[src/rtl/mips_isa_pkg.sv]
// mips_isa_pkg: Mini-MIPS opcode/funct constants, symbolic op enum and loader helpers
package mips_isa_pkg;
  typedef enum logic [4:0] {
    OP_ADD, OP_SUB, OP_ADDU, OP_SUBU, OP_AND, OP_OR, OP_NOR, OP_XOR,
    OP_SLL, OP_SRL, OP_SRA, OP_SLT, OP_JR, OP_ADDI, OP_ADDIU, OP_ANDI,
    OP_ORI, OP_XORI, OP_LW, OP_SW, OP_LUI, OP_BEQ, OP_BNE, OP_J, OP_JAL, OP_LI
  } op_e;
  localparam logic [5:0] OPC_RTYPE = 6'b000000;
  localparam logic [5:0] OPC_ADDI  = 6'b001000;
  localparam logic [5:0] OPC_ADDIU = 6'b001001;
  localparam logic [5:0] OPC_ANDI  = 6'b001100;
  localparam logic [5:0] OPC_ORI   = 6'b001101;
  localparam logic [5:0] OPC_XORI  = 6'b001110;
  localparam logic [5:0] OPC_LW    = 6'b100011;
  localparam logic [5:0] OPC_SW    = 6'b101011;
  localparam logic [5:0] OPC_LUI   = 6'b001111;
  localparam logic [5:0] OPC_BEQ   = 6'b000100;
  localparam logic [5:0] OPC_BNE   = 6'b000101;
  localparam logic [5:0] OPC_J     = 6'b000010;
  localparam logic [5:0] OPC_JAL   = 6'b000011;
  localparam logic [5:0] FN_ADD  = 6'b100000;
  localparam logic [5:0] FN_SUB  = 6'b100010;
  localparam logic [5:0] FN_ADDU = 6'b100001;
  localparam logic [5:0] FN_SUBU = 6'b100011;
  localparam logic [5:0] FN_AND  = 6'b100100;
  localparam logic [5:0] FN_OR   = 6'b100101;
  localparam logic [5:0] FN_NOR  = 6'b100111;
  localparam logic [5:0] FN_XOR  = 6'b100110;
  localparam logic [5:0] FN_SLL  = 6'b000000;
  localparam logic [5:0] FN_SRL  = 6'b000010;
  localparam logic [5:0] FN_SRA  = 6'b000011;
  localparam logic [5:0] FN_SLT  = 6'b101010;
  localparam logic [5:0] FN_JR   = 6'b001000;

  function automatic logic [5:0] funct_of(input logic [4:0] op);
    case (op)
      OP_ADD:  return FN_ADD;
      OP_SUB:  return FN_SUB;
      OP_ADDU: return FN_ADDU;
      OP_SUBU: return FN_SUBU;
      OP_AND:  return FN_AND;
      OP_OR:   return FN_OR;
      OP_NOR:  return FN_NOR;
      OP_XOR:  return FN_XOR;
      OP_SLL:  return FN_SLL;
      OP_SRL:  return FN_SRL;
      OP_SRA:  return FN_SRA;
      OP_SLT:  return FN_SLT;
      OP_JR:   return FN_JR;
      default: return 6'b000000;
    endcase
  endfunction

  function automatic logic [5:0] opcode_of(input logic [4:0] op);
    case (op)
      OP_ADDI:  return OPC_ADDI;
      OP_ADDIU: return OPC_ADDIU;
      OP_ANDI:  return OPC_ANDI;
      OP_ORI:   return OPC_ORI;
      OP_XORI:  return OPC_XORI;
      OP_LW:    return OPC_LW;
      OP_SW:    return OPC_SW;
      OP_LUI:   return OPC_LUI;
      OP_BEQ:   return OPC_BEQ;
      OP_BNE:   return OPC_BNE;
      OP_J:     return OPC_J;
      OP_JAL:   return OPC_JAL;
      default:  return OPC_RTYPE;
    endcase
  endfunction

  // Words left between a write pointer and the top of a 2^addr_w memory.
  function automatic int free_slots(input int addr, input int addr_w);
    return (1 << addr_w) - addr;
  endfunction
endpackage

[src/rtl/instr_word_builder.sv]
// instr_word_builder: packs one symbolic instruction into one or two MIPS words
module instr_word_builder
  import mips_isa_pkg::*;
(
  input  logic [4:0]  op,
  input  logic [4:0]  rs,
  input  logic [4:0]  rt,
  input  logic [4:0]  rd,
  input  logic [4:0]  shamt,
  input  logic [31:0] imm,
  input  logic [25:0] target,
  output logic [31:0] word0,
  output logic [31:0] word1,
  output logic        two_words,
  output logic        legal
);
  logic r_type, j_type, li;
  // Classify by enum range and select the matching encoding format.
  always_comb begin
    r_type    = op <= OP_JR;
    j_type    = op == OP_J || op == OP_JAL;
    li        = op == OP_LI;
    legal     = op <= OP_LI;
    two_words = li && imm[31:16] != 16'h0;
    word1     = {OPC_ORI, rt, rt, imm[15:0]};
    word0     = r_type ? {OPC_RTYPE, rs, rt, rd, shamt, funct_of(op)} :
                j_type ? {opcode_of(op), target} :
                li     ? (two_words ? {OPC_LUI, 5'd0, rt, imm[31:16]} : {OPC_ORI, 5'd0, rt, imm[15:0]}) :
                         {opcode_of(op), (op == OP_LUI) ? 5'd0 : rs, rt, imm[15:0]};
  end
endmodule

[src/rtl/instr_encoder_loader.sv]
// instr_encoder_loader: accepts symbolic instructions and writes encoded words to instruction memory
module instr_encoder_loader
  import mips_isa_pkg::*;
#(
  parameter int ADDR_W    = 8,
  parameter int BASE_ADDR = 0
) (
  input  logic              clk,
  input  logic              rst_n,
  input  logic              clear,
  input  logic              in_valid,
  output logic              in_ready,
  input  logic [4:0]        in_op,
  input  logic [4:0]        in_rs,
  input  logic [4:0]        in_rt,
  input  logic [4:0]        in_rd,
  input  logic [4:0]        in_shamt,
  input  logic [31:0]       in_imm,
  input  logic [25:0]       in_target,
  output logic              mem_we,
  output logic [ADDR_W-1:0] mem_addr,
  output logic [31:0]       mem_wdata,
  input  logic              mem_ready,
  output logic [ADDR_W:0]   word_count,
  output logic              full,
  output logic              illegal,
  output logic              overflow
);
  typedef enum logic [1:0] {S_IDLE, S_EMIT1, S_EMIT2, S_FULL} state_e;
  localparam logic [ADDR_W-1:0] BASE = ADDR_W'(BASE_ADDR);
  localparam logic [ADDR_W-1:0] LAST_ADDR = '1;
  state_e      state;
  logic [31:0] word0, word1, pend_word;
  logic        two_words, legal, pend_two, at_last, one_free;

  instr_word_builder u_builder (
    .op(in_op), .rs(in_rs), .rt(in_rt), .rd(in_rd), .shamt(in_shamt),
    .imm(in_imm), .target(in_target),
    .word0(word0), .word1(word1), .two_words(two_words), .legal(legal)
  );

  assign in_ready = state == S_IDLE;
  assign full     = state == S_FULL;
  assign at_last  = mem_addr == LAST_ADDR;
  assign one_free = free_slots(int'(mem_addr), ADDR_W) == 1;

  // Handshake FSM: capture on accept, emit one or two words, stop at the top of memory.
  always_ff @(posedge clk or negedge rst_n) begin
    if (!rst_n) begin
      state      <= S_IDLE;
      mem_we     <= 1'b0;
      mem_addr   <= BASE;
      mem_wdata  <= '0;
      word_count <= '0;
      illegal    <= 1'b0;
      overflow   <= 1'b0;
      pend_word  <= '0;
      pend_two   <= 1'b0;
    end else if (clear) begin
      state      <= S_IDLE;
      mem_we     <= 1'b0;
      mem_addr   <= BASE;
      mem_wdata  <= '0;
      word_count <= '0;
      illegal    <= 1'b0;
      overflow   <= 1'b0;
      pend_two   <= 1'b0;
    end else begin
      case (state)
        S_IDLE: if (in_valid) begin
          if (!legal) illegal <= 1'b1;
          else if (two_words && one_free) overflow <= 1'b1;
          else begin
            state     <= S_EMIT1;
            mem_we    <= 1'b1;
            mem_wdata <= word0;
            pend_word <= word1;
            pend_two  <= two_words;
          end
        end
        S_EMIT1, S_EMIT2: if (mem_ready) begin
          word_count <= word_count + 1'b1;
          if (!at_last) mem_addr <= mem_addr + 1'b1;
          if (state == S_EMIT1 && pend_two && !at_last) begin
            state     <= S_EMIT2;
            mem_wdata <= pend_word;
          end else begin
            mem_we <= 1'b0;
            state  <= at_last ? S_FULL : S_IDLE;
          end
        end
        default: ;
      endcase
    end
  end
endmodule

[config.mk]
export PLATFORM = sky130hd
export DESIGN_NAME = instr_encoder_loader
export DESIGN_NICKNAME = d
export VERILOG_FILES = /design/src/rtl/mips_isa_pkg.sv /design/src/rtl/instr_word_builder.sv /design/src/rtl/instr_encoder_loader.sv
export SDC_FILE = /design/constraint.sdc
export NUM_CORES = 1
export LEC_CHECK = 0
export ABC_AREA = 1
export CORE_MARGIN = 5
export CORE_UTILIZATION = 37
export DETAILED_ROUTE_END_ITERATION = 7
export GPL_TIMING_DRIVEN = 0
export PLACE_DENSITY_LB_ADDON = 0.25
export RECOVER_POWER = 100
export SLEW_MARGIN = 20
export SYNTH_ARGS = -nofsm -noshare
export SYNTH_HDL_FRONTEND = slang
export SYNTH_HIERARCHICAL = 1
export SYNTH_SLANG_ARGS = --single-unit
[constraint.sdc]
create_clock -name clk -period 2.1 [get_ports clk]
set_clock_uncertainty 0.1 [all_clocks]
set_input_delay 0.315 -clock clk [delete_from_list [all_inputs] [get_ports clk]]
set_output_delay 0.315 -clock clk [all_outputs]
set_load 0.05 [all_outputs]
======== Word-level counts from Yosys, hierarchy flattened ========
Memory sizes are Yosys's and may differ from the RTL's.
Index checks and enable logic that the tools add are counted.
storage, ports and cells
  bits in registers ....................... 82
  ROM bits ................................ 400
  output and inout bits ................... 54
  memories kept ........................... 3
cells by class
  add/sub/neg operators ................... 3
  $lt $le $gt $ge ......................... 2
  equal/unequal tests ..................... 18
  mux-type cells .......................... 49
  bitwise logic cells ..................... 2
  reduce and logical (&&, ||, !) cells .... 25
memories
  memory           depth  width  rd ports  clocked after memory_dff  wr ports  line                text
  (no name shown)  32     5      1         0                         0         mips_isa_pkg.sv:55  case (op)
  (no name shown)  32     5      1         0                         0         mips_isa_pkg.sv:55
  (no name shown)  16     5      1         0                         0         mips_isa_pkg.sv:36  case (op)
operators by type and width
  operator                                                                          count
  32-bit two-way mux                                                                9
  32-bit one-hot mux with 2 select lines                                            1
  8-bit two-way mux                                                                 4
  28-bit two-way mux                                                                1
  9-bit two-way mux                                                                 3
  5-bit == test, second input constant                                              4
  1-bit two-way mux                                                                 20
  16-bit nonzero test                                                               1
  3-bit != test, second input constant                                              5
  2-bit two-way mux                                                                 7
  6-bit AND reduction                                                               2
  2-bit nonzero test                                                                6
  10-bit by 2-bit == test with 1-bit output, second input constant                  1
  5-bit AND reduction                                                               2
  9-bit by 8-bit subtractor with 10-bit output, first input constant                1
  9-bit by 1-bit adder with 9-bit output, second input constant                     1
  8-bit by 1-bit adder with 8-bit output, second input constant                     1
  8-bit == test, second input constant                                              1
  4-bit AND reduction                                                               2
  6-bit two-way mux                                                                 1
  2-bit != test, second input constant                                              3
  3-bit AND reduction                                                               2
  5-bit by 4-bit less-or-equal comparator with 1-bit output, second input constant  1
  5-bit less-or-equal comparator, second input constant                             1
  other kinds (14)                                                                  19

======== Logic depth before layout (Yosys ltp) ========
  depth after elaboration ................. 11
  mapped depth ............................ 16
  mapped depth without buffers ............ 14

======== Cells and area by module ========
Netlist, hierarchy kept.
modules (own cells, without submodules)
  module                instances  cells each  area each (sq um)  sequential area each (sq um)
  instr_encoder_loader  1          538         4408.0             2177.1
  instr_word_builder    1          276         1582.8             0.0

======== Least setup slack after synthesis ========
No wires, ideal clock.
  path kind ............................... flip-flop to flip-flop
  start point ............................. reg mem_addr[0]
  end point ............................... reg mem_wdata[0]
  library setup time ...................... 0.119 ns
  arrival time ............................ 1.913 ns
  data required time ...................... 1.881 ns
  slack ................................... -0.032 ns
  cell stages (with the launch flop) ...... 12
  clock period less this slack ............ 2.132 ns
  cells stage by stage .................... dfrtp_1 inv_1 ha_1 nor2_1 nor2_2 nand3_2 nand2_1 nand2_4 nand3_4 buf_4 nand2_1 nand2_1
between the ends
  cells in the longest elaborated chain, start to end .. 5
RTL lines
  what                                                                            line                                                    text
  from (decl)                                                                     instr_encoder_loader.sv:21                              output logic [ADDR_W-1:0] mem_addr,
  from (signal assigned)                                                          instr_encoder_loader.sv:83                              if (!at_last) mem_addr <= mem_addr + 1'b1;
  9-bit by 8-bit subtractor with 10-bit output or 8-bit == test (tied branches)   mips_isa_pkg.sv:74, instr_encoder_loader.sv:44
  10-bit by 2-bit == test with 1-bit output or 1-bit logical NOT (tied branches)  instr_encoder_loader.sv:45, instr_encoder_loader.sv:84
  1-bit logical AND, on equally long branches                                     instr_encoder_loader.sv:72, instr_encoder_loader.sv:84
  3-bit != test (no line)                                                         --
  6-bit AND reduction (no line) (*)                                               --
  to (signal assigned)                                                            instr_encoder_loader.sv:76                              mem_wdata <= word0;
  to (signal assigned)                                                            instr_encoder_loader.sv:86                              mem_wdata <= pend_word;
  to (decl)                                                                       instr_encoder_loader.sv:22                              output logic [31:0] mem_wdata,
Mark *: on every way between the ends. The rest lies on a longest branch, timed or not.
A chain may end at the register's enable or synchronous reset.

======== Worst setup path in the final report ========
  start point ............................. reg mem_addr[3]
  end point ............................... out mem_addr[3]
No word-level cell between the ends.

==> reports/metrics.cfg <==
[outcome]
status=finished, final reports clean

[synth]
synth-seq-cells=87
synth_mux_area_share_pct=0
syn_area_per_cell_um2=7.36
synth_top_family_by_area=simple AND/OR/NAND/NOR gates
synthCells=814
synth_compound_area_share_pct=11.8
synth-seq-area-share_pct=36.3
yosys.cell_types.count=46
syn_area_um2=5990
synth_warnings=6
synth-xor-area-share_pct=0
synthAdderAreaFrac_pct=2.92
synthSimpleGateAreaFrac_pct=32.6

[clock_tree]
cts_tree=done
cts_buffer_depth=2
h-tree-depth=3
cts_buffers=9
clk_pin_slew_ns=0.07
cts_num_sinks=87
root_buffer=clkbuf_16
clk_latency_ns=0.36

[routing]
route.vias.total=5960
finalWirelength_um=18800
drcViolationCount=0
initialDrtViolationCount=415
vias_per_cell=4.91
drt_pass1_iterations=5
avgRoutedWirePerCell_um=15.5
ant_nets=0

[place]
gp_congestion=0.903
place.port_buffers=140
dp_hpwl_um=14000
dp.cells=1176
pre_cts_ws_ns=-0.983

[sta]
fin_crit_ns=2.05
setup_viol_count_final=0
fin_tns_setup_ns=0
period_share_pct=97.6
drv_slew=0
final.setup.worst_slack_ns=0.0498
hold_viol=0
clock.fmax_ghz=0.488
slew_headroom_pct=37.5
tightest_slew_ns=0.937

[floorplanning]
num_rows=46
die_y_um=137
io_pins=142
die_w_um=137
die_area_um2=18800
core_um2=15900
initial_core_util_pct=37.7

[pwr]
vdd_drop_max_v=0.000522
p_leak_nw=4.24
p_per_area_nw_per_um2=1020
totalPowerFinal_mw=8.56

[critical_path]
endpoint_kind=output port
cp_slowest_stage_delay_ns=0.84
crit_family=buffers and inverters
startpoint_type=flip-flop
critical_path_arrival_ns=1.64
cp.required_ns=1.68
crit_type=reg2out
worst_path_max_delay_cell=clkdlybuf4s50_1
path_max_fanout=5
worstPathCellList=clkdlybuf4s50_1
timing.critical_path.buf_inv=1
r2r_slack_ns=0.08

[cells_and_area]
fill_cells=1618
areaGrowthSynthToFinish_pct=39.6
final_common_cell=nand2_1
drive_gt1_share_pct=18.2
final_util_pct=52.7
layout_common_cells=233 x nand2_1, 97 x inv_1, 85 x dfrtp_1, 78 x clkdlybuf4s50_1, 59 x buf_4
final_nets=1094
fin_cells=1214

[worst_hold_path]
hp-class=in2async

[global_route]
grt_max_degree=67
grt_pass1_vias=5751
grt_pass1_wl_um=29800
use_met1_pct=28.0
global_route.usage.met2_pct=32.5
top_usage_layer=met2
grt_use_met3_pct=2.67
grt_usage_pct=20.3
grt_overflow=0
antenna_found_initial=1

[job]
cap_violations=0

[synth_stat cells, drive strengths merged]
library cell / number / area share (%)
nor4: 1 / 0.10
a22oi: 11 / 1.4
and3: 1 / 0.10
dfrtp: 87 / 36
o21a: 2 / 0.25
ha: 14 / 2.9
clkbuf: 4 / 0.27
a21oi: 14 / 1.4
nor3: 8 / 0.84
o21ai: 91 / 7.9
a32o: 1 / 0.17
nand2: 245 / 16
a31oi: 2 / 0.21
o211ai: 1 / 0.13
nor3b: 1 / 0.13
nand4: 41 / 4.3
a31o: 2 / 0.29
nand3: 67 / 7.1
conb: 2 / 0.13
inv: 108 / 6.8
buf: 69 / 9.1
nor2: 39 / 3.7
or2: 1 / 0.10
o311ai: 1 / 0.15
nand3b: 1 / 0.13
[power by group]
group	internal (mW)	switching [mW]	total, mW
combinational	1.57	2.80	4.37
sequential	2.28	0.249	2.52
clock	0.935	0.736	1.67
[registers in the layout, summed over array words and instances (netlist names)]
name / flops
mem_wdata: 32
pend_word: 32
word_count: 9
mem_addr: 8
state: 2
illegal: 1
mem_we: 1
overflow: 1
pend_two: 1
[through the flow]
step / hold WS (ns) / cell area (um2)
after global routing: 0.304 / 8370
after detailed placement: 0.0857 / 7720
after global placement: 0.354 / 7690
after CTS: 0.285 / 8140
after floorplan: -0.0806 / 6020
final: 0.272 / 8370
[per-layer routing]
layer  up-vias  share of wire, %
met4         0               2.3
met3        26               6.0
met1      2781                45
met5         -                 0
met2       181                47
li1       2972                 -
[path summary, 6_finish.rpt]
kind	start	endpoint	depth (start not counted)
worst max register to register	mem_addr[0]	mem_wdata[23]	10
worst min register to register	mem_wdata[14]	mem_wdata[14]	2
min in group clk	mem_wdata[14]	mem_wdata[14]	2
worst min-delay path	rst_n	mem_wdata[13]	2
worst max-delay path	mem_addr[3]	mem_addr[3]	1
max in group asynchronous	rst_n	mem_addr[1]	3
[final cells by class]
type	instances	area, um2	share of cell area (%)
diodes	1	2.50	0.0299
plain buffers	71	606	7.24
clock buffers	9	225	2.69
clock inverters	7	80.1	0.957
inverters	108	405	4.85
multi-input cells	551	2950	35.3
flip-flops and latches	87	2180	26.1
well taps	216	270	3.23
repair buffers	164	1640	19.7
[logic make-up (layout without fill, tap and decap cells)]
group | count (synthesis) | in the layout
and+or+nand+nor | 405 | 405
AOI/OAI and AO/OA | 125 | 125
DFF | 87 | 87
other | 2 | 8
adders and majority gates | 14 | 14
buffers and inverters | 181 | 359
[what timing repair did]
item                       CTS  global route
setup endpoints to repair   71            73
buffers inserted             7            12
hold buffers                 1             0
pin swaps                    6            21
hold endpoints to repair    21             0
resized for setup           28            63
cloned                       0             3
Power figures use the tool's default switching activity.
